<file path="src/rtl/softmax_avg_argmax_if.sv">
// Handshake and int-res memory port bundle for the softmax averaging / argmax stage.
// master is the stage itself; slave is the step controller plus memory arbiter side.
interface softmax_avg_argmax_if #(
  parameter int N_DATA = 9,
  parameter int ADDR_W = 16
);
  logic              start;
  logic              busy;
  logic              done;
  logic [2:0]        sleep_stage;
  logic              mem_rd_en;
  logic              mem_wr_en;
  logic [ADDR_W-1:0] mem_addr;
  logic [N_DATA-1:0] mem_wr_data;
  logic [N_DATA-1:0] mem_rd_data;

  modport master (
    input  start, mem_rd_data,
    output busy, done, sleep_stage, mem_rd_en, mem_wr_en, mem_addr, mem_wr_data
  );

  modport slave (
    output start, mem_rd_data,
    input  busy, done, sleep_stage, mem_rd_en, mem_wr_en, mem_addr, mem_wr_data
  );
endinterface

</file>
<file path="src/rtl/softmax_avg_argmax.sv">
// Final inference stage: sums the current softmax with up to NUM_AVG-1 stored vectors,
// picks the argmax class as the sleep stage, then shifts the stored history one slot older.
//
// state    | meaning
// IDLE     | waiting for start
// READ     | one memory read per cycle, class-major: cur[c], prev[0][c]..prev[hist_cnt-1][c]
// DRAIN    | last read datum arrives
// ARGMAX   | sums final; argmax registered into pend_stage
// RETIRE   | history writes, oldest destination slot first
// DONE     | done pulse, sleep_stage updated, hist_cnt advances
module softmax_avg_argmax #(
  parameter int NUM_CLASSES = 5,
  parameter int NUM_AVG     = 3,
  parameter int N_DATA      = 9,
  parameter int ADDR_W      = 16,
  parameter int CUR_BASE    = 32,
  parameter int PREV_BASE   = 57334
) (
  input  logic clk,
  input  logic rst,
  softmax_avg_argmax_if.master bus
);

  localparam int CW = (NUM_CLASSES > 1) ? $clog2(NUM_CLASSES) : 1;
  localparam int HW = (NUM_AVG > 1) ? $clog2(NUM_AVG) : 1;
  localparam int SW = N_DATA + $clog2(NUM_AVG);

  typedef enum logic [2:0] {
    S_IDLE, S_READ, S_DRAIN, S_ARGMAX, S_RETIRE, S_DONE
  } state_t;

  state_t              state;
  logic [HW-1:0]       hist_cnt;
  logic [HW-1:0]       slot;
  logic [HW-1:0]       rd_slot;
  logic [HW-1:0]       wr_slot;
  logic [HW-1:0]       wr_top;
  logic [CW-1:0]       cls;
  logic [CW-1:0]       rd_cls;
  logic [CW-1:0]       wr_cls;
  logic [CW-1:0]       pend_stage;
  logic [CW-1:0]       best_idx;
  logic                rd_vld;
  logic signed [SW-1:0] best_val;
  logic signed [N_DATA-1:0] rd_s;

  // arrays sized to the full index range so every index is exactly as wide as the array
  logic signed [SW-1:0] sums     [2**CW];
  logic [N_DATA-1:0]    cap_cur  [2**CW];
  logic [N_DATA-1:0]    cap_prev [2**HW][2**CW];

  assign rd_s   = bus.mem_rd_data;
  assign wr_top = (int'(hist_cnt) < NUM_AVG - 2) ? hist_cnt : HW'(NUM_AVG - 2);

  // strict greater-than keeps the lowest index on ties
  always_comb begin
    best_idx = '0;
    best_val = sums[0];
    for (int c = 1; c < NUM_CLASSES; c++) begin
      if (sums[c] > best_val) begin
        best_val = sums[c];
        best_idx = CW'(c);
      end
    end
  end

  function automatic logic [ADDR_W-1:0] prev_addr(input logic [HW-1:0] k, input logic [CW-1:0] c);
    return ADDR_W'(PREV_BASE + int'(k) * NUM_CLASSES + int'(c));
  endfunction

  function automatic logic [ADDR_W-1:0] rd_addr(input logic [HW-1:0] k, input logic [CW-1:0] c);
    if (k == '0) return ADDR_W'(CUR_BASE + int'(c));
    return prev_addr(k - 1'b1, c);
  endfunction

  function automatic logic [N_DATA-1:0] wr_src(input logic [HW-1:0] d, input logic [CW-1:0] c);
    if (d == '0) return cap_cur[c];
    return cap_prev[d - 1'b1][c];
  endfunction

  always_ff @(posedge clk or posedge rst) begin
    if (rst) begin
      state           <= S_IDLE;
      bus.busy        <= 1'b0;
      bus.done        <= 1'b0;
      bus.sleep_stage <= '0;
      bus.mem_rd_en   <= 1'b0;
      bus.mem_wr_en   <= 1'b0;
      bus.mem_addr    <= '0;
      bus.mem_wr_data <= '0;
      hist_cnt        <= '0;
      slot            <= '0;
      cls             <= '0;
      rd_vld          <= 1'b0;
      rd_slot         <= '0;
      rd_cls          <= '0;
      wr_slot         <= '0;
      wr_cls          <= '0;
      pend_stage      <= '0;
      for (int i = 0; i < 2**CW; i++) begin
        sums[i]    <= '0;
        cap_cur[i] <= '0;
        for (int k = 0; k < 2**HW; k++) cap_prev[k][i] <= '0;
      end
    end else begin
      // read data returns one cycle after its request
      rd_vld  <= bus.mem_rd_en;
      rd_slot <= slot;
      rd_cls  <= cls;
      if (rd_vld) begin
        sums[rd_cls] <= sums[rd_cls] + SW'(rd_s);
        if (rd_slot == '0)
          cap_cur[rd_cls] <= bus.mem_rd_data;
        else if (int'(rd_slot) <= NUM_AVG - 2)
          cap_prev[rd_slot - 1'b1][rd_cls] <= bus.mem_rd_data;
      end

      case (state)
        S_IDLE: begin
          if (bus.start) begin
            state         <= S_READ;
            bus.busy      <= 1'b1;
            bus.mem_rd_en <= 1'b1;
            bus.mem_addr  <= rd_addr('0, '0);
            slot          <= '0;
            cls           <= '0;
            for (int i = 0; i < 2**CW; i++) sums[i] <= '0;
          end
        end
        S_READ: begin
          if (cls == CW'(NUM_CLASSES - 1) && slot == hist_cnt) begin
            bus.mem_rd_en <= 1'b0;
            state         <= S_DRAIN;
          end else if (slot == hist_cnt) begin
            slot         <= '0;
            cls          <= cls + 1'b1;
            bus.mem_addr <= rd_addr('0, cls + 1'b1);
          end else begin
            slot         <= slot + 1'b1;
            bus.mem_addr <= rd_addr(slot + 1'b1, cls);
          end
        end
        S_DRAIN: state <= S_ARGMAX;
        S_ARGMAX: begin
          pend_stage <= best_idx;
          if (NUM_AVG > 1) begin
            state           <= S_RETIRE;
            bus.mem_wr_en   <= 1'b1;
            wr_slot         <= wr_top;
            wr_cls          <= '0;
            bus.mem_addr    <= prev_addr(wr_top, '0);
            bus.mem_wr_data <= wr_src(wr_top, '0);
          end else begin
            state           <= S_DONE;
            bus.done        <= 1'b1;
            bus.sleep_stage <= 3'(best_idx);
          end
        end
        S_RETIRE: begin
          if (wr_slot == '0 && wr_cls == CW'(NUM_CLASSES - 1)) begin
            bus.mem_wr_en   <= 1'b0;
            bus.done        <= 1'b1;
            bus.sleep_stage <= 3'(pend_stage);
            state           <= S_DONE;
          end else if (wr_cls == CW'(NUM_CLASSES - 1)) begin
            wr_slot         <= wr_slot - 1'b1;
            wr_cls          <= '0;
            bus.mem_addr    <= prev_addr(wr_slot - 1'b1, '0);
            bus.mem_wr_data <= wr_src(wr_slot - 1'b1, '0);
          end else begin
            wr_cls          <= wr_cls + 1'b1;
            bus.mem_addr    <= prev_addr(wr_slot, wr_cls + 1'b1);
            bus.mem_wr_data <= wr_src(wr_slot, wr_cls + 1'b1);
          end
        end
        S_DONE: begin
          bus.done <= 1'b0;
          bus.busy <= 1'b0;
          if (int'(hist_cnt) < NUM_AVG - 1) hist_cnt <= hist_cnt + 1'b1;
          state <= S_IDLE;
        end
        default: state <= S_IDLE;
      endcase
    end
  end

endmodule

</file>
<file path="src/flat_wrapper.sv">
// flat-port wrapper written by rule: the top's interface ports become plain ports
module softmax_avg_argmax_flat 
#(
  parameter int NUM_CLASSES = 5,
  parameter int NUM_AVG     = 3,
  parameter int N_DATA      = 9,
  parameter int ADDR_W      = 16,
  parameter int CUR_BASE    = 32,
  parameter int PREV_BASE   = 57334
)
  (clk, rst, bus_start, bus_mem_rd_data, bus_busy, bus_done, bus_sleep_stage, bus_mem_rd_en, bus_mem_wr_en, bus_mem_addr, bus_mem_wr_data);
  softmax_avg_argmax_if #(.N_DATA(N_DATA), .ADDR_W(ADDR_W)) bus_i ();
  input  logic clk;
  input  logic rst;
  input wire logic [$bits(bus_i.start)-1:0] bus_start;
  input wire logic [$bits(bus_i.mem_rd_data)-1:0] bus_mem_rd_data;
  output wire logic [$bits(bus_i.busy)-1:0] bus_busy;
  output wire logic [$bits(bus_i.done)-1:0] bus_done;
  output wire logic [$bits(bus_i.sleep_stage)-1:0] bus_sleep_stage;
  output wire logic [$bits(bus_i.mem_rd_en)-1:0] bus_mem_rd_en;
  output wire logic [$bits(bus_i.mem_wr_en)-1:0] bus_mem_wr_en;
  output wire logic [$bits(bus_i.mem_addr)-1:0] bus_mem_addr;
  output wire logic [$bits(bus_i.mem_wr_data)-1:0] bus_mem_wr_data;
  assign bus_i.start = bus_start;
  assign bus_i.mem_rd_data = bus_mem_rd_data;
  assign bus_busy = bus_i.busy;
  assign bus_done = bus_i.done;
  assign bus_sleep_stage = bus_i.sleep_stage;
  assign bus_mem_rd_en = bus_i.mem_rd_en;
  assign bus_mem_wr_en = bus_i.mem_wr_en;
  assign bus_mem_addr = bus_i.mem_addr;
  assign bus_mem_wr_data = bus_i.mem_wr_data;
  softmax_avg_argmax #(.NUM_CLASSES(NUM_CLASSES), .NUM_AVG(NUM_AVG), .N_DATA(N_DATA), .ADDR_W(ADDR_W), .CUR_BASE(CUR_BASE), .PREV_BASE(PREV_BASE)) u_core (.clk(clk), .rst(rst), .bus(bus_i));
endmodule
</file>
<file path="config.mk">
export PLATFORM = sky130hd
export DESIGN_NAME = softmax_avg_argmax_flat
export DESIGN_NICKNAME = d
export VERILOG_FILES = /design/src/rtl/softmax_avg_argmax_if.sv /design/src/rtl/softmax_avg_argmax.sv /design/src/flat_wrapper.sv
export SDC_FILE = /design/constraint.sdc
export NUM_CORES = 1
export LEC_CHECK = 0
export CAP_MARGIN = 10
export CORE_MARGIN = 4
export CORE_UTILIZATION = 60
export CTS_BUF_LIST = sky130_fd_sc_hd__clkbuf_4
export DETAILED_ROUTE_END_ITERATION = 16
export PLACE_DENSITY = 0.77
export SLEW_MARGIN = 20
export SYNTH_ARGS = -nofsm -noshare
export SYNTH_HDL_FRONTEND = slang
export SYNTH_SLANG_ARGS = --single-unit
</file>
<file path="constraint.sdc">
create_clock -name clk -period 35.5 [get_ports clk]
set_input_delay 3.55 -clock clk [delete_from_list [all_inputs] [get_ports clk]]
set_output_delay 3.55 -clock clk [all_outputs]
set_load 0.02 [all_outputs]
</file>
; ---- After elaboration in Yosys (flattened, before gate mapping)
; Index checks and enable logic that the tools add are counted.
[word_totals]
out_inout_bits = 32
reg_bits = 504
[classes]
order_cmp = 15
add_sub_neg = 19
multipliers = 4
mux = 99
bitwise_logic = 7
eq_ne = 15
n_reduce_logical = 29
[op_table]
columns = cell, n
row1 = 2-to-1 mux 72 bit, 7
row2 = binary-select mux 72 bit (select 2 bit), 3
row3 = bitwise mux 288 bit, 1
row4 = 2-to-1 mux 88 bit, 3
row5 = demux 72 bit (select 2 bit), 1
row6 = 2-to-1 mux 16 bit, 8
row7 = 2-to-1 mux 9 bit, 13
row8 = bitwise mux 88 bit, 1
row9 = bitwise mux 72 bit, 1
row10 = 2-to-1 mux 11 bit, 6
row11 = "adder 15 x 16 -> 16 bit, first input constant", 4
row12 = one-hot mux 16 bit (4 select lines), 1
row13 = binary-select mux 9 bit (select 3 bit), 2
row14 = > comparator 11 bit, 4
row15 = binary-select mux 11 bit (select 3 bit), 1
row16 = demux 11 bit (select 3 bit), 1
row17 = adder 16 x 4 -> 16 bit, 2
row18 = demux 9 bit (select 3 bit), 1
row19 = 2-to-1 mux 3 bit, 9
row20 = 2-to-1 mux 1 bit, 22
row21 = "multiplier 2 x 3 -> 5 bit, second input constant", 4
row22 = one-hot mux 9 bit (2 select lines), 1
row23 = "adder 16 x 3 -> 16 bit, first input constant", 1
row24 = 2-to-1 mux 2 bit, 8
row25 = other kinds (33), 83

; ---- Logic depth before layout (Yosys ltp)
; Gate-level depths: netlist (run 1).
[depth]
ltp_word = 12
ltp_mapped = 38

; ---- Worst setup path after synthesis (run 1)
; Ideal clock, no wire load.
[synth_timing]
path_type = register to register
from = register u_core.sums[76] in the netlist's numbering
to = register u_core.pend_stage[1]
arrival_ns = 7.470
n_path_buf = 3
path_slack_ns = 27.926
required_ns = 35.396
stages_incl_launch_ff = 37
period_less_slack_ns = 7.574
cell_sequence = dfrtp_1 ha_1 nand4_2 nor2_1 a221oi_2 nor2_1 clkbuf_1 a21oi_1 ha_1 nand2b_1 a21oi_1 nand2b_1 o221a_2 or3b_1 o211a_1 buf_4 buf_4 o21ai_0 nand2_1 ha_1 a21oi_1 nor2b_1 o21ai_0 or4b_2 o21ai_0 a21oi_1 and2_1 a31oi_1 ha_1 nor2b_1 o21a_1 o21a_1 o21a_1 o21a_1 o311ai_0 nand2_1 o311ai_1
[synth_via]
elab_chain_cells = 8
elab_cells_between_ends = 10
cone_classes = 4 x order compare / 6 x mux
[synth_lines]
columns = item, line
row1 = start: declaration, softmax_avg_argmax.sv:48  ; logic signed [SW-1:0] sums [2**CW];
row2 = start signal: indexed assignment, softmax_avg_argmax.sv:111  ; sums[rd_cls] <= sums[rd_cls] + SW'(rd_s);
row3 = > comparator 11 bit, softmax_avg_argmax.sv:60  ; if (sums[c] > best_val) begin
row4 = 2-to-1 mux 11 bit (*), softmax_avg_argmax.sv:60
row5 = > comparator 11 bit, softmax_avg_argmax.sv:60
row6 = 2-to-1 mux 11 bit, softmax_avg_argmax.sv:60
row7 = > comparator 11 bit, softmax_avg_argmax.sv:60
row8 = 2-to-1 mux 11 bit, softmax_avg_argmax.sv:60
row9 = > comparator 11 bit, softmax_avg_argmax.sv:60
row10 = 2-to-1 mux 3 bit (*), softmax_avg_argmax.sv:60
row11 = end signal: assignment, softmax_avg_argmax.sv:145  ; pend_stage <= best_idx;
row12 = end: declaration, softmax_avg_argmax.sv:41  ; logic [CW-1:0] pend_stage;
; Every way passes the cells marked *; elsewhere a longest branch is shown, timed or not.
; A chain may end at the register's enable or synchronous reset.

; ---- Worst setup path after layout (run 1)
[layout_timing]
from = register u_core.sums[81] in the netlist's numbering
to = register u_core.pend_stage[1]
; The elaborated chain is that of the path after synthesis.

==> qor.yml, run 1 <==
floorplan:
  die-area_sq_mm: 0.0431
  std_cell_rows: 72
  die_w_microns: 208
  core-area_sq_mm: 0.0390
  floorplan.die.height_microns: 208
  start_util: 0.613
  ios: 44
place:
  gp_congestion: 0.970
  dpl_cell_area_sq_mm: 0.0240
  inst_count_dp: 2283
  place_ws_ns: 26.92
  post-dp-hpwl_microns: 37100
  place.port_buffers: 43
synthesis:
  yosysSeqAreaShare: 0.520
  syn_nets: 2112
  synthCells: 2021
  synth_enable_flop_cells: 0
  synthFlopType: "sky130_fd_sc_hd__dfrtp_1"
  post_synth_instance_area_sq_mm: 0.0239
  ys_warn_count: 0
  synthArstFlopShare: 1.00
  synth-seq-cells: 497
  post_synth_num_cell_types: 65
  postSynthAreaPerCell_sq_um: 11.8
grt:
  total_global_route_track_usage: 0.268
  grt_pass1_vias: 16000
  pin_count_of_the_biggest_net_entering_global_routing: 184
  grt_first_pass_wirelength_microns: 90500
  grt_antenna_before_repair: 4
  global_route.overflow_total: 0
sta:
  slew_viol_final: 0
  finalHoldWorstSlack_ns: 0.369
  clock-skew-final_ns: 0.0393
  setup_total_negative_slack_ns: 0
  worst_pin_slew_ns: 1.19
  finalHoldViolations: 0
  setup_repair_after_global_routing_missed_its_margin: "false"
  report.final.setup_viol: 0
  fin_crit_ns: 8.72
  post-route-worst-setup-slack_ns: 26.78
  slew_headroom: 0.198
  min_period_over_period: 0.246
  maxClockFrequency_ghz: 0.115
detailed_routing:
  drt-wirelength-per-cell_microns: 22.8
  postRouteAntennaNets: 0
  via_per_inst: 6.13
  drt-initial-drc-count: 1454
  drcViolationCount: 0
  drt_pass1_iterations: 8
  detailroute.via_count: 15400
  detail_route.wirelength_microns: 57000
clocking:
  maximum_clock_path_buffer_count: 3
  cts_htree_levels: 4
  setup_fix_buffers_added_after_clock_tree_synthesis: 0
  cts_clock_pin_slew_for_the_worst_setup_and_hold_paths_ns: 0.06
  cts_tree: "built"
  clock_sinks: 497
  clk_latency_ns: 0.82
  cts_hold_repair.buffers: 0
  clk_root_buffer_cell: "sky130_fd_sc_hd__clkbuf_4"
  ctsResizeCount: 0
  clock_buffer_count_from_cts: 133
setup_path:
  crit_slowest_cell: "sky130_fd_sc_hd__or4b_2"
  crit_type: "reg2reg"
  end_kind: "register"
  timing.critical_path.required_ns: 36.20
  cp_data_arrival_time_ns: 9.42
  worst_setup_slack_for_register_to_register_paths_ns: 26.78
  path_max_fanout: 19
  timing.critical_path.slowest_cell_delay_ns: 0.61
  critical_path.startpoint_type: "register"
  reg2reg_depth: 36
hold_path:
  cell_depth_of_the_worst_min_delay_path: 0
  hold_path_class: "reg2reg"
final_layout:
  final_layout_size_suffix_gt1_frac: 0.277
  multi_input_comb_area_sq_mm: 0.0101
  final_cell_area_sq_mm: 0.0257
  nNetsFinal: 1992
  area.growth.synth_to_final_pct: 7.48
  layout.filler_cells: 2778
  final_cell_count_no_fill: 2504
  seq_area_sq_mm: 0.0124
power:
  cellLeakagePower_nw: 11.6
  vdd.ir_drop.worst_v: 0.0000775
  powerDensity_mw_per_mm2: 105
run:
  cap_violations: 0
status:
  status: "completed"
-- layer usage --
layer  GRT usage  routed length, microns  part of all wire  vias up
li1            -                       -                 -     6823
met1       0.387                   24400              0.43     7787
met2       0.408                   26600              0.47      627
met3      0.0626                    4270             0.075      125
met4      0.0963                    1750             0.031        0
met5           0                       0                 0        -
-- power by group --
part           leakage, nW  total [mW]  switching (mW)  internal [mW]
Clock                0.992       0.506           0.231          0.275
Sequential            6.51       0.823           0.119          0.705
Combinational         4.12        1.38           0.787          0.590
-- layout make-up --
type | count | area share
antenna | 2 | 0.000195
sequential | 497 | 0.484
tap | 518 | 0.0252
multi-input combinational | 1153 | 0.393
inverter | 52 | 0.00789
clock buffer | 191 | 0.0558
timing repair buffer | 64 | 0.0246
clock inverter | 27 | 0.00911
-- per-stage QoR --
stage / total power [mW] / utilization
2_1_floorplan: 1.79 / -
3_3_place_gp: 2.14 / 0.615
3_5_place_dp: 2.19 / 0.615
4_1_cts: 2.70 / 0.658
5_1_grt: 2.90 / 0.659
6_report: 2.71 / 0.659
-- path summary, 6_finish.rpt --
kind | start | endpoint
setup / recovery | u_core.sums[81]$_DFF_PP0_ | u_core.pend_stage[1]$_DFFE_PP0P_
hold / removal | u_core.cap_prev[118]$_DFFE_PP0P_ | u_core.cap_prev[118]$_DFFE_PP0P_
setup reg to reg | u_core.sums[81]$_DFF_PP0_ | u_core.pend_stage[1]$_DFFE_PP0P_
hold reg to reg | u_core.cap_prev[118]$_DFFE_PP0P_ | u_core.cap_prev[118]$_DFFE_PP0P_
max in group asynchronous | rst | u_core.wr_slot[0]$_DFFE_PP0P_
min in group asynchronous | rst | u_core.cap_prev[221]$_DFFE_PP0P_
-- worst max-delay path, delay by kind of cell, from the launching register on --
kind                       cells  cell delay, ns
DFF                            1            0.40
AOI/OAI and AO/OA             15            3.26
buffers and inverters          3            0.56
and+or+nand+nor               13            3.01
muxes                          1            0.37
adders and majority gates      4            0.98
-- sequential cells by signal, indices dropped and copies added, names as in the netlist --
| signal | count |
|---|---|
| u_core.bus.busy | 1 |
| u_core.bus.done | 1 |
| u_core.bus.mem_addr | 9 |
| u_core.bus.mem_rd_en | 1 |
| u_core.bus.mem_wr_data | 9 |
| u_core.bus.mem_wr_en | 1 |
| u_core.bus.sleep_stage | 3 |
| u_core.cap_cur | 72 |
| u_core.cap_prev | 288 |
| u_core.cls | 3 |
| u_core.hist_cnt | 2 |
| u_core.pend_stage | 3 |
| u_core.rd_cls | 3 |
| u_core.rd_slot | 2 |
| u_core.rd_vld | 1 |
| u_core.slot | 2 |
| u_core.state | 3 |
| u_core.sums | 88 |
| u_core.wr_cls | 3 |
| u_core.wr_slot | 2 |
-- synthesized netlist by cell type, types with 6 or more instances --
cell                       count  area share
sky130_fd_sc_hd__nand2_1     258       0.041
sky130_fd_sc_hd__a211oi_1     14      0.0044
sky130_fd_sc_hd__buf_1        10      0.0016
sky130_fd_sc_hd__xor2_1        6      0.0022
sky130_fd_sc_hd__nor2_1       68       0.011
sky130_fd_sc_hd__o22ai_1      10      0.0026
sky130_fd_sc_hd__nor3_1       11      0.0023
sky130_fd_sc_hd__dfrtp_1     497        0.52
sky130_fd_sc_hd__inv_1        52      0.0082
sky130_fd_sc_hd__buf_4        10      0.0031
sky130_fd_sc_hd__o21a_1       10      0.0031
sky130_fd_sc_hd__ha_1         74       0.039
sky130_fd_sc_hd__o21ai_0      65       0.014
sky130_fd_sc_hd__or3_1         8      0.0021
sky130_fd_sc_hd__nand2b_1     10      0.0026
sky130_fd_sc_hd__mux2_2      166       0.078
sky130_fd_sc_hd__mux2i_1      36       0.015
sky130_fd_sc_hd__buf_2        20      0.0042
sky130_fd_sc_hd__mux4_2      134        0.13
sky130_fd_sc_hd__a21oi_1     138       0.029
sky130_fd_sc_hd__xnor2_1       9      0.0033
sky130_fd_sc_hd__nand3_1      20      0.0042
sky130_fd_sc_hd__and2_1       12      0.0031
sky130_fd_sc_hd__clkbuf_1    277       0.043
sky130_fd_sc_hd__nor2b_1      11      0.0029
sky130_fd_sc_hd__a31oi_1      11      0.0029
sky130_fd_sc_hd__a21o_1        7      0.0022
-- cells by family (layout without fill, tap and decap cells) --
logic type	Yosys count	in the layout	share of synthesized area
flops	497	497	0.520
simple gates	425	425	0.0775
buf+inv	371	334	0.0610
mux	336	336	0.219
compound gates	298	298	0.0734
fa+ha+maj	79	79	0.0429
xor+xnor	15	15	0.00550
other cells	0	2	0
-- cell usage in the layout, fill, tap and decap left out, drive strengths merged, types with 8 or more instances in the layout --
master,count
nor2b,11
mux2i,36
o21a,10
nand2,258
a31oi,11
o21ai,69
xnor2,9
clkdlybuf4s50,43
buf,21
nor3,11
o22ai,10
a211oi,14
nor2,68
nand3,20
dfrtp,497
clkbuf,191
inv,56
ha,74
mux4,134
and2,12
mux2,166
or3,8
nand2b,10
clkinv,16
a21oi,138
Power figures use the tool's default switching activity.
==> run 2: changes to the inputs <==
- CORE_UTILIZATION: 60 -> 59
- PLACE_DENSITY: 0.77 -> 0.79
- clock period: 35.5 -> 7.79 ns (I/O delays scaled with it)
==> run 2 against run 1 <==
Non-clock buffer count increased by 23. Combinational power rose to 4.8 times the previous value. Highest routed layer unchanged. Design area increased by 0.47%. Critical path type unchanged. Die area is 1.6% higher. Clock-buffer cell count shrank 17.
==> qor.yml, run 2 (same netlist as run 1, synthesis figures left out) <==
sta:
  post-route-worst-setup-slack_ns: 0.266
  maxClockFrequency_ghz: 0.133
  slew_viol_final: 0
  report.final.setup_viol: 0
  worst_pin_slew_ns: 1.21
  fin_crit_ns: 7.52
  finalHoldViolations: 0
  clock-skew-final_ns: 0.0425
  min_period_over_period: 0.966
  slew_headroom: 0.188
  finalHoldWorstSlack_ns: 0.371
setup_path:
  worstSetupPathDepth: 36
  crit_path_end: "u_core.pend_stage[1]$_DFFE_PP0P_"
  path_max_fanout: 13
  startpoint: "u_core.sums[72]$_DFF_PP0_"
  crit_type: "reg2reg"
  timing.critical_path.mode_cell: "sky130_fd_sc_hd__o21a_1"
  end_kind: "register"
  timing.critical_path.buf_inv: 3
  critical_path.startpoint_type: "register"
  cp_data_arrival_time_ns: 8.24
  crit_slowest_cell: "sky130_fd_sc_hd__dfrtp_1"
  timing.critical_path.required_ns: 8.51
  worst_setup_slack_for_register_to_register_paths_ns: 0.27
  regToRegEndpoint: "u_core.pend_stage[1]$_DFFE_PP0P_"
  r2r_start: "u_core.sums[72]$_DFF_PP0_"
  timing.critical_path.max_delay_family: "compound AO/OA/AOI/OAI gates"
  reg2reg_depth: 36
  timing.critical_path.slowest_cell_delay_ns: 0.41
clocking:
  cts_tree: "built"
  cts_clock_pin_slew_for_the_worst_setup_and_hold_paths_ns: 0.06
  clock_buffer_count_from_cts: 131
  maximum_clock_path_buffer_count: 3
  cts_hold_repair.buffers: 0
  clock_sinks: 497
  clk_latency_ns: 0.86
  cts_htree_levels: 4
  clk_root_buffer_cell: "sky130_fd_sc_hd__clkbuf_4"
final_layout:
  final_cell_area_sq_mm: 0.0258
  final_cell_mix: "sky130_fd_sc_hd__dfrtp_1, sky130_fd_sc_hd__nand2_1, sky130_fd_sc_hd__clkbuf_4"
  area.growth.synth_to_final_pct: 7.99
  multi_input_comb_area_sq_mm: 0.0101
  registers.top_by_ff_count: "u_core.cap_prev"
  layout_commonest_cell: "sky130_fd_sc_hd__dfrtp_1"
  nNetsFinal: 2013
  largest_register_ff_count: 288
  final_layout_size_suffix_gt1_frac: 0.281
  final_cell_count_no_fill: 2528
  seq_area_sq_mm: 0.0124
  largest_registers: "u_core.cap_prev x288, u_core.sums x88, u_core.cap_cur x72"
  layout.filler_cells: 2890
power:
  vdd.ir_drop.worst_v: 0.000301
  cellLeakagePower_nw: 11.6
  powerDensity_mw_per_mm2: 490
grt:
  pin_count_of_the_biggest_net_entering_global_routing: 178
  total_global_route_track_usage: 0.272
  grt_antenna_before_repair: 1
  grt_pass1_vias: 16400
  global_route.overflow_total: 0
  grt_first_pass_wirelength_microns: 92900
hold_path:
  hold_path_class: "reg2reg"
floorplan:
  start_util: 0.599
  die_w_microns: 209
  core-area_sq_mm: 0.0399
  die-area_sq_mm: 0.0438
  std_cell_rows: 73
  floorplan.die.height_microns: 209
  ios: 44
detailed_routing:
  detail_route.wirelength_microns: 58100
  postRouteAntennaNets: 0
  detailroute.via_count: 15700
  via_per_inst: 6.19
  drt-initial-drc-count: 1413
  drt-wirelength-per-cell_microns: 23.0
  drt_pass1_iterations: 7
  drcViolationCount: 0
place:
  inst_count_dp: 2306
  dpl_cell_area_sq_mm: 0.0241
  place_ws_ns: -0.000292
  place.port_buffers: 43
  gp_congestion: 0.953
  post-dp-hpwl_microns: 38000
run:
  cap_violations: 0
status:
  status: "completed"
## run 2: changes by cell type in the layout (fill, tap and decap cells not counted), sizes merged
cell / delta
clkinvlp: +1
inv: -1
buf: +23
clkbuf: -17
diode: -1
clkinv: +12
## run 2: metal layers
layer / track usage / share of wire / vias to the layer above
li1: - / - / 6863
met1: 0.386 / 0.42 / 7950
met2: 0.417 / 0.47 / 709
met3: 0.0611 / 0.079 / 129
met4: 0.106 / 0.031 / 0
met5: 0 / 0 / -
## run 2: repair_timing
item                                    CTS  global route
buffers inserted                          0             7
endpoints found under the setup margin    1             3
hold endpoints to repair                  0             0
cloned                                    0             1
pin swaps                                 0             3
gates resized for setup                   3            18
## run 2: through the flow
stage	utilization	power, mW	setup TNS (ns)
2_1_floorplan	-	8.17	0
3_3_place_gp	0.604	9.89	0
3_5_place_dp	0.604	10.1	-0.000292
4_1_cts	0.644	12.4	0
5_1_grt	0.647	13.6	-0.111
6_report	0.647	12.7	0
## run 2: layout make-up
| type | count | area share |
|---|---|---|
| clock buffer | 174 | 0.0506 |
| tap | 525 | 0.0254 |
| timing repair buffer | 87 | 0.0308 |
| inverter | 52 | 0.00771 |
| multi-input combinational | 1153 | 0.393 |
| antenna | 1 | 0.0000969 |
| clock inverter | 39 | 0.0109 |
| sequential | 497 | 0.482 |
## run 2: power by group
group          internal (mW)  switching, mW  leakage, nW
Clock                   1.17           1.07        0.926
Sequential              3.21          0.562         6.51
Combinational           2.96           3.69         4.21
## run 2: worst min path at each step
stage | startpoint | endpoint | slack [ns] | depth (start not counted)
detailed placement | u_core.cap_prev[121]$_DFFE_PP0P_ | u_core.cap_prev[121]$_DFFE_PP0P_ | 0.36 | 0
floorplan | u_core.cls[2]$_DFFE_PP0P_ | u_core.rd_cls[2]$_DFF_PP0_ | 0.41 | 0
finish | u_core.cap_prev[121]$_DFFE_PP0P_ | u_core.cap_prev[121]$_DFFE_PP0P_ | 0.37 | 0
global placement | u_core.cap_prev[77]$_DFFE_PP0P_ | u_core.cap_prev[77]$_DFFE_PP0P_ | 0.36 | 0
CTS | u_core.cap_prev[121]$_DFFE_PP0P_ | u_core.cap_prev[121]$_DFFE_PP0P_ | 0.38 | 0
global route | u_core.cap_prev[83]$_DFFE_PP0P_ | u_core.cap_prev[83]$_DFFE_PP0P_ | 0.38 | 0
==> run 3: changes to the inputs <==
- GPL_TIMING_DRIVEN: not set -> 0
==> run 3 against run 2 <==
Wire length grew 11%. Non-clock buffer count grew 309. Highest routed layer unchanged. Sequential cell count is the same.
==> qor.yml, run 3 (same netlist as run 1, synthesis figures left out) <==
setup_path:
  end_kind: "register"
  crit_type: "reg2reg"
  crit_slowest_cell: "sky130_fd_sc_hd__or4b_4"
  path_max_fanout: 10
  timing.critical_path.required_ns: 8.51
  timing.critical_path.slowest_cell_delay_ns: 0.49
  cp_data_arrival_time_ns: 8.23
  critical_path.startpoint_type: "register"
sta:
  finalHoldViolations: 0
  fin_crit_ns: 7.52
  report.final.setup_viol: 0
  post-route-worst-setup-slack_ns: 0.273
  min_period_over_period: 0.965
  setup_total_negative_slack_ns: 0
  slew_headroom: 0.194
  clock-skew-final_ns: 0.0507
  worst_pin_slew_ns: 1.20
  maxClockFrequency_ghz: 0.133
  slew_viol_final: 0
power:
  p_total_mw: 13.1
  vdd.ir_drop.worst_v: 0.000367
  powerDensity_mw_per_mm2: 477
  cellLeakagePower_nw: 12.3
final_layout:
  final_cell_mix: "sky130_fd_sc_hd__dfrtp_1, sky130_fd_sc_hd__clkbuf_1, sky130_fd_sc_hd__nand2_1"
  final_cell_area_sq_mm: 0.0275
  largest_register_ff_count: 288
  utilization: 0.688
  area.growth.synth_to_final_pct: 14.9
  layout_commonest_cell: "sky130_fd_sc_hd__dfrtp_1"
  registers.top_by_ff_count: "u_core.cap_prev"
  final_layout_size_suffix_gt1_frac: 0.267
  nNetsFinal: 2323
  layout.filler_cells: 2757
  largest_registers: "u_core.cap_prev x288, u_core.sums x88, u_core.cap_cur x72"
detailed_routing:
  wl_met1_microns: 25200
  drt-wirelength-per-cell_microns: 22.5
  highest_layer: "met4"
  detailroute.via_count: 17500
  routed-wl-met3_microns: 5710
  detail_route.wirelength_microns: 64400
  drcViolationCount: 0
  postRouteAntennaNets: 0
  via_per_inst: 6.12
  wl_met2_microns: 30600
  drt-initial-drc-count: 1651
  drt_pass1_iterations: 6
place:
  place_ws_ns: -1.23
  post-dp-hpwl_microns: 45400
  dpl_cell_area_sq_mm: 0.0254
  gp_congestion: 1.00
  place.port_buffers: 43
floorplan:
  floorplan.die.height_microns: 209
  die-area_sq_mm: 0.0438
  ios: 44
  std_cell_rows: 73
  start_util: 0.599
  core-area_sq_mm: 0.0399
  die_w_microns: 209
grt:
  global_route.overflow_total: 0
  grt_first_pass_wirelength_microns: 101000
  grt_pass1_vias: 18200
  pin_count_of_the_biggest_net_entering_global_routing: 39
  total_global_route_track_usage: 0.299
  grt_antenna_before_repair: 2
clocking:
  clk_latency_ns: 0.84
  clock_sinks: 497
  maximum_clock_path_buffer_count: 3
  cts_clock_pin_slew_for_the_worst_setup_and_hold_paths_ns: 0.06
  cts_tree: "built"
  clk_root_buffer_cell: "sky130_fd_sc_hd__clkbuf_4"
  clock_buffer_count_from_cts: 131
  cts_htree_levels: 4
status:
  status: "completed"
run:
  cap_violations: 0
hold_path:
  hold_path_class: "reg2reg"
==> run 3: power by group <==
group          internal [mW]  switching (mW)  leakage (nW)  total (mW)
logic                   3.05            4.05          4.78        7.10
registers               3.21           0.528          6.51        3.74
clock network           1.19            1.08         0.978        2.27
total                   7.45            5.66          12.3        13.1
==> run 3: final timing paths <==
kind,endpoint,cells after the start,slack (ns),from
max in group asynchronous,u_core.bus.mem_addr[2]$_DFFE_PP0P_,8,5.62,rst
worst min-delay path,u_core.rd_vld$_DFF_PP0_,0,0.42,u_core.bus.mem_rd_en$_DFFE_PP0P_
worst max register to register,u_core.pend_stage[1]$_DFFE_PP0P_,37,0.27,u_core.sums[79]$_DFF_PP0_
min in group asynchronous,u_core.cap_prev[264]$_DFFE_PP0P_,2,0.43,rst
worst max-delay path,u_core.pend_stage[1]$_DFFE_PP0P_,37,0.27,u_core.sums[79]$_DFF_PP0_
worst min register to register,u_core.rd_vld$_DFF_PP0_,0,0.42,u_core.bus.mem_rd_en$_DFFE_PP0P_
==> run 3: through the flow <==
| stage | std cells | hold slack, ns |
|---|---|---|
| 2_1_floorplan | 2021 | 0.408 |
| 3_3_place_gp | 2589 | 0.418 |
| 3_5_place_dp | 2610 | 0.406 |
| 4_1_cts | 2843 | 0.372 |
| 5_1_grt | 2855 | 0.418 |
| 6_report | 2856 | 0.424 |
==> run 3: layer usage <==
layer,track usage,vias up
met1,0.396,8959
met5,0,-
met2,0.461,822
met4,0.136,0
met3,0.0897,190
li1,-,7504
==> run 3: cell type report <==
class / count / area (sq um) / area share
well taps: 525 / 657 / 0.0239
flip-flops and latches: 497 / 12400 / 0.453
plain buffers: 319 / 1280 / 0.0467
multi-input cells: 1154 / 10300 / 0.375
clock buffers: 190 / 1430 / 0.0519
diodes: 3 / 7.51 / 0.000273
inverters: 52 / 199 / 0.00724
repair buffers: 77 / 931 / 0.0339
clock inverters: 39 / 231 / 0.00843
==> run 3: critical path, delay by kind of cell, from the launching register on <==
kind / cells / cell delay, ns
DFF: 1 / 0.39
adders and majority gates: 4 / 1.18
and+or+nand+nor: 12 / 2.08
buffers and inverters: 3 / 0.42
AOI/OAI and AO/OA: 18 / 3.31
==> run 3: timing repair <==
action / in CTS / in global routing
setup buffers: 3 / 10
gates resized for setup: 25 / 33
hold buffers: 0 / 0
endpoints found under the setup margin: 3 / 3
gates cloned: 1 / 0
pin swaps: 5 / 7
